File: src/rtl/ped_req_pkg.sv
// Shared definitions for the pedestrian request unit: state encoding,
// default parameter values and the served-request counter width.
package ped_req_pkg;

  localparam int unsigned DefDebounceCycles = 4;
  localparam int unsigned DefTimeoutCycles  = 64;
  localparam int unsigned DefHoldoffCycles  = 8;
  localparam int unsigned DefCntW           = 8;
  localparam int unsigned ReqCountW         = 16;

  typedef enum logic [2:0] {
    StIdle     = 3'd0,
    StDebounce = 3'd1,
    StReq      = 3'd2,
    StGrant    = 3'd3,
    StHoldoff  = 3'd4
  } ped_state_e;

endpackage

File: src/rtl/ped_btn_sync.sv
// Button input conditioning: 2-flop synchroniser for the asynchronous raw
// push-button plus the 'armed' tracker that blocks a held button from
// raising more than one request.
module ped_btn_sync
  import ped_req_pkg::*;
(
  input  logic clock,
  input  logic reset,
  input  logic btn_raw,
  input  logic req_entry,
  output logic btn_s,
  output logic armed
);

  logic sync1_q, sync2_q;
  logic armed_q, armed_d;

  // Release re-arms; entering REQ disarms until the button is let go.
  always_comb begin
    armed_d = armed_q;
    if (!sync2_q) begin
      armed_d = 1'b1;
    end else if (req_entry) begin
      armed_d = 1'b0;
    end
  end

  // Synchroniser flops and armed flag.
  always_ff @(posedge clock) begin
    if (reset) begin
      sync1_q <= 1'b0;
      sync2_q <= 1'b0;
      armed_q <= 1'b1;
    end else begin
      sync1_q <= btn_raw;
      sync2_q <= sync1_q;
      armed_q <= armed_d;
    end
  end

  assign btn_s = sync2_q;
  assign armed = armed_q;

endmodule

File: src/rtl/ped_request_unit.sv
// Pedestrian request initiator: debounces the push-button into a held 'key'
// request, drops it once the controller serves it (green then red) or after
// a timeout, and ignores presses for a hold-off window after the green phase.
// Optional build macro PED_REQ_COUNT_EN adds a saturating served-request
// counter output 'req_count'.
module ped_request_unit
  import ped_req_pkg::*;
#(
  parameter int unsigned DEBOUNCE_CYCLES = DefDebounceCycles,
  parameter int unsigned TIMEOUT_CYCLES  = DefTimeoutCycles,
  parameter int unsigned HOLDOFF_CYCLES  = DefHoldoffCycles,
  parameter int unsigned CNT_W           = DefCntW
) (
  input  logic clock,
  input  logic reset,
  input  logic btn_raw,
  input  logic red,
  input  logic green,
  output logic key,
  output logic wait_lamp,
  output logic timeout,
  output logic lamp_fault
`ifdef PED_REQ_COUNT_EN
  ,
  output logic [ReqCountW-1:0] req_count
`endif
);

  localparam logic [CNT_W-1:0] DebLoad  = CNT_W'(DEBOUNCE_CYCLES - 1);
  localparam logic [CNT_W-1:0] TmoLoad  = CNT_W'(TIMEOUT_CYCLES - 1);
  localparam logic [CNT_W-1:0] HoldLoad = CNT_W'(HOLDOFF_CYCLES - 1);
  localparam logic [CNT_W-1:0] CntOne   = CNT_W'(1);

  ped_state_e       state_q, state_d;
  logic [CNT_W-1:0] cnt_q, cnt_d;

  logic btn_s, armed, req_entry;
  logic lamp_grant, lamp_release, lamp_bad;
  logic key_d, wait_d, timeout_d, fault_d;
  logic key_q, wait_q, timeout_q, fault_q;

  ped_btn_sync u_btn_sync (
    .clock     (clock),
    .reset     (reset),
    .btn_raw   (btn_raw),
    .req_entry (req_entry),
    .btn_s     (btn_s),
    .armed     (armed)
  );

  // Only the two clean lamp combinations mean anything; equal lamps are a fault.
  assign lamp_grant   = green & ~red;
  assign lamp_release = red & ~green;
  assign lamp_bad     = (red == green);

  // State and shared down-counter registers.
  always_ff @(posedge clock) begin
    if (reset) begin
      state_q <= StIdle;
      cnt_q   <= '0;
    end else begin
      state_q <= state_d;
      cnt_q   <= cnt_d;
    end
  end

  // Next-state and counter; the counter is reloaded on every state entry.
  always_comb begin
    state_d = state_q;
    cnt_d   = cnt_q;
    case (state_q)
      StIdle: begin
        if (btn_s && armed) begin
          state_d = StDebounce;
          cnt_d   = DebLoad;
        end
      end
      StDebounce: begin
        if (!btn_s) begin
          state_d = StIdle;
          cnt_d   = '0;
        end else if (cnt_q == '0) begin
          state_d = StReq;
          cnt_d   = TmoLoad;
        end else begin
          cnt_d = cnt_q - CntOne;
        end
      end
      StReq: begin
        // Grant wins over a coincident timeout.
        if (lamp_grant) begin
          state_d = StGrant;
          cnt_d   = '0;
        end else if (cnt_q == '0) begin
          state_d = StIdle;
          cnt_d   = '0;
        end else begin
          cnt_d = cnt_q - CntOne;
        end
      end
      StGrant: begin
        if (lamp_release) begin
          state_d = StHoldoff;
          cnt_d   = HoldLoad;
        end
      end
      StHoldoff: begin
        if (cnt_q == '0) begin
          state_d = StIdle;
          cnt_d   = '0;
        end else begin
          cnt_d = cnt_q - CntOne;
        end
      end
      default: begin
        state_d = StIdle;
        cnt_d   = '0;
      end
    endcase
  end

  // Next values of the registered outputs.
  always_comb begin
    key_d     = (state_d == StReq);
    wait_d    = (state_d == StReq);
    timeout_d = (state_q == StReq) && !lamp_grant && (cnt_q == '0);
    fault_d   = ((state_q == StReq) || (state_q == StGrant)) && lamp_bad;
    req_entry = (state_d == StReq) && (state_q != StReq);
  end

  // Output registers.
  always_ff @(posedge clock) begin
    if (reset) begin
      key_q     <= 1'b0;
      wait_q    <= 1'b0;
      timeout_q <= 1'b0;
      fault_q   <= 1'b0;
    end else begin
      key_q     <= key_d;
      wait_q    <= wait_d;
      timeout_q <= timeout_d;
      fault_q   <= fault_d;
    end
  end

  assign key        = key_q;
  assign wait_lamp  = wait_q;
  assign timeout    = timeout_q;
  assign lamp_fault = fault_q;

`ifdef PED_REQ_COUNT_EN
  logic                 grant_evt;
  logic [ReqCountW-1:0] req_count_q;

  assign grant_evt = (state_q == StReq) && lamp_grant;

  // Saturating count of served requests.
  always_ff @(posedge clock) begin
    if (reset) begin
      req_count_q <= '0;
    end else if (grant_evt && (req_count_q != '1)) begin
      req_count_q <= req_count_q + ReqCountW'(1);
    end
  end

  assign req_count = req_count_q;
`endif

endmodule

File: config.mk
export PLATFORM = sky130hd
export DESIGN_NAME = ped_request_unit
export DESIGN_NICKNAME = d
export VERILOG_FILES = /design/src/rtl/ped_req_pkg.sv /design/src/rtl/ped_btn_sync.sv /design/src/rtl/ped_request_unit.sv
export SDC_FILE = /design/constraint.sdc
export NUM_CORES = 1
export LEC_CHECK = 0
export BUFFER_PORTS_ARGS = -buffer_cell sky130_fd_sc_hd__buf_4
export CAP_MARGIN = 20
export CORE_MARGIN = 2
export CORE_UTILIZATION = 30
export CTS_BUF_LIST = sky130_fd_sc_hd__clkbuf_8 sky130_fd_sc_hd__clkbuf_16
export DETAILED_ROUTE_END_ITERATION = 8
export SYNTH_ARGS = -nofsm -noshare
export SYNTH_HDL_FRONTEND = slang
export SYNTH_SLANG_ARGS = --single-unit
File: constraint.sdc
create_clock -name clock -period 1.7 [get_ports clock]
set_clock_uncertainty 0.05 [all_clocks]
set_input_delay 0.17 -clock clock [delete_from_list [all_inputs] [get_ports clock]]
set_output_delay 0.17 -clock clock [all_outputs]
set_load 0.01 [all_outputs]
==> parameters.txt <==
Parameter                              Value

Placed design
  Area post-placement ... 0.001164 mm²
  HPWL after detailed placement ... 1.694 mm
  Count of input and output buffers ... 8
  Routability Congestion ... 0.8321

Status
  Outcome ... finished clean

Power
  Combinational group share of total power ... 56.8%
  Leakage dissipation ... 0.4989 nW
  Sequential group share of total power ... 27.8%
  Part of the total power dissipated in the clock network ... 15.4%
  Total internal power ... 1.129 mW
  Worst voltage drop across the vdd grid ... 564.8 µV
  Switching fraction of total power ... 41.13%
  Pwr Density ... 1548 mW/mm²
  Net load switching power ... 788.6 µW

Drt
  Aggregate routed wire length ... 2.242 mm
  Router iterations before antenna repair ... 4
  Wire length per cell ... 12.12 µm
  Count of routing violations after the opening detailed-route iteration ... 19
  DR vias/cell ... 5.081
  Post-detailed-route DRC marker count ... 0
  Vias after detailed routing ... 940
  Final antenna-violating net count ... 0

Clock network
  Clock tree from TritonCTS ... yes
  Number of buffers added by the clock tree synthesis step ... 3
  Clock-pin slew reported for the worst setup and hold paths after clock tree synthesis ... 60 ps
  Clk root buf ... sky130_fd_sc_hd__clkbuf_8
  Post-CTS setup buffer count ... 0
  CTS Sinks ... 17
  Count of H-tree levels built during CTS ... 1
  Clk buf depth ... 2
  Worst skew pair latency ... 250 ps

Synthesis
  Adder-cell area share of the yosys netlist ... 5.038%
  Dominant combinational cell family by area after synthesis ... simple AND/OR/NAND/NOR gates
  Synthesized-area fraction occupied by and/or/nand/nor cells ... 35.52%
  Multiplexer fraction of the synthesized cell area ... 1.008%
  Synthesized-area fraction occupied by ao, oa, aoi and oai cells ... 17.00%
  YS warnings ... 0
  Number of distinct library cells after synthesis ... 41
  Synth async-reset ratio ... 0%
  Main flop type after synthesis ... sky130_fd_sc_hd__dfxtp_1
  Number of enable flip-flop cells after synthesis ... 0
  Average footprint of a synthesized cell ... 7.885 µm²
  Area of the mapped netlist ... 993.5 µm²
  Number of nets produced by synthesis ... 135
  Sequential share of the synthesized area ... 34.26%
  Xor/xnor cell area share of the yosys netlist ... 1.763%
  FF+latch count, synth ... 17
  Post-Synthesis Cells ... 126

Layout
  Syn-to-layout area delta ... 24.69%
  Most common library cell in the layout ignoring fill and taps ... sky130_fd_sc_hd__buf_4
  Diodes inserted ... 0
  Layout cells sized above 1 ... 25.53%
  Fin area ... 0.001239 mm²
  Number of nets in the layout ... 151
  Most frequent cells in the layout ... sky130_fd_sc_hd__buf_4 (18), sky130_fd_sc_hd__dfxtp_1 (15), sky130_fd_sc_hd__nor2_1 (13)

Critical path
  Highest cell delay on the worst timing path ... 320 ps
  CP Launch Point ... cnt_q[1]
  Terminus of the critical flop-to-flop path ... cnt_q[4]
  Slowest-stage cell, CP ... sky130_fd_sc_hd__dfxtp_2
  Peak fanout along the critical path ... 3
  WP depth ... 7
  Buf/Inv on CP ... 1
  Register-to-register path setup slack ... 50 ps
  Family with the most delay on the worst path ... simple AND/OR/NAND/NOR gates
  Cell depth of the worst flop-to-flop path ... 7
  Critical path endpoint category ... flip-flop
  Worst setup endpoint ... cnt_q[4]
  Chain of cells forming the critical path ... inv_2 -> ha_4 -> nor3b_4 -> nand2_2 -> or2_4 -> a31o_1 -> a22o_1
  Startpoint-to-endpoint class of the critical path ... flip-flop to flip-flop
  Crit path required time ... 1800 ps
  R2R Path Start ... cnt_q[1]
  Arrival time of the worst setup path ... 1750 ps
  Startpoint class of the critical path ... flip-flop

STA
  Max-slew headroom ... 76.45%
  Actual transition at the worst max-transition pin ... 350.6 ps
  FMAX ... 604.8 MHz
  Final max-slew violation count ... 0
  RSZ-0062 raised after global routing ... true
  Worst Hold Margin ... 80.64 ps
  Fin crit period ... 1653 ps
  Number of endpoints failing setup at the final stage ... 0
  Final hold violation count ... 0
  Part of the cycle the worst path needs ... 97.25%

Floorplanning
  Die outline height ... 61.55 µm
  Initial Utilization ... 32.02%
  FP Rows ... 20
  Die Area ... 0.003788 mm²
  Total I/O pin count ... 9
  X dimension of the die ... 61.55 µm
  Core area ... 0.003103 mm²

Global routing
  Overflow left after global routing ... 0
  Vias in the first global route ... 869
  Wire length of the first global-routing pass ... 3.919 mm
  Overall global routing resource usage ... 14.11%
  Maximum number of pins on one net before global-route repair ... 19
  Antenna violations before repair ... 0

Run
  Number of max-capacitance violations reported ... 0

Min path
  Min-delay worst type ... input port to flip-flop
metrics by stage:
| stage | cells | util [%] | TNS, ps | setup WS, ps | power, mW |
|---|---|---|---|---|---|
| after floorplan | 126 | - | 0 | 4.896 | 1.241 |
| after global placement | 181 | 37.50 | 0 | 2.087 | 1.548 |
| after detailed placement | 181 | 37.50 | -14.04 | -9.181 | 1.545 |
| after CTS | 185 | 39.11 | 0 | 2.870 | 1.858 |
| after global routing | 185 | 39.92 | -25.53 | -17.37 | 2.080 |
| final | 185 | 39.92 | 0 | 46.69 | 1.918 |
metal layers:
metal,vias up,global-route usage [%],part of all wire [%]
met5,-,0,0
met4,0,6.079,1.6
met3,5,3.782,6.3
met2,28,21.95,47
met1,434,18.33,45
li1,473,-,-
cell usage after synthesis, drive strengths merged, types with 4 or more instances:
library cell	instances	area share, %
a21oi	5	2.5
clkbuf	6	2.3
dfxtp	17	34
ha	4	5.0
inv	5	1.9
nand2	12	4.8
nand2b	4	2.5
nand3	5	2.5
nor2	13	4.9
nor3	6	3.5
nor3b	5	4.3
o21ai	9	4.5
power groups by stage:
stage	clock, mW	combinational, mW	sequential, mW
6_report	0.295	1.09	0.533
3_5_place_dp	0	1.01	0.536
3_3_place_gp	0	1.01	0.535
2_1_floorplan	0	0.707	0.534
5_1_grt	0.327	1.21	0.543
4_1_cts	0.307	1.02	0.529
repair_timing:
action | in CTS | in global routing
resized for setup | 2 | 7
hold buffers | 0 | 0
setup endpoints to repair | 3 | 5
pin swaps | 0 | 5
logic make-up (layout without fill, tap and decap cells):
| kind of cell | count (synthesis) | after routing |
|---|---|---|
| AO/OA/AOI/OAI | 27 | 27 |
| XOR/XNOR | 2 | 2 |
| adder cells (fa/ha/maj) | 4 | 4 |
| buffers and inverters | 13 | 28 |
| flip-flops | 17 | 17 |
| multiplexers | 1 | 1 |
| AND/OR/NAND/NOR | 62 | 62 |
worst min path at each step:
stage | start | endpoint | cells past startpoint
3_3_place_gp | btn_raw | u_btn_sync.sync1_q | 2
6_report | btn_raw | u_btn_sync.sync1_q | 2
3_5_place_dp | btn_raw | u_btn_sync.sync1_q | 2
5_1_grt | btn_raw | u_btn_sync.sync1_q | 2
2_1_floorplan | btn_raw | u_btn_sync.sync1_q | 1
4_1_cts | btn_raw | u_btn_sync.sync1_q | 2
registers in the layout, indices dropped and copies added, names as in the netlist:
signal / flops
timeout: 1
state_q: 3
wait_lamp: 1
u_btn_sync.armed: 1
u_btn_sync.sync1_q: 1
cnt_q: 8
lamp_fault: 1
u_btn_sync.btn_s: 1
layout make-up:
type                       instances  area [µm²]
fill                             333        1864
multi-input combinational         96       630.6
sequential                        17       342.8
timing repair buffer              19       146.4
tap                               44       55.05
clock buffer                       3       41.29
inverter                           5       18.77
clock inverter                     1       3.754
(Power assumes the default switching activity.)
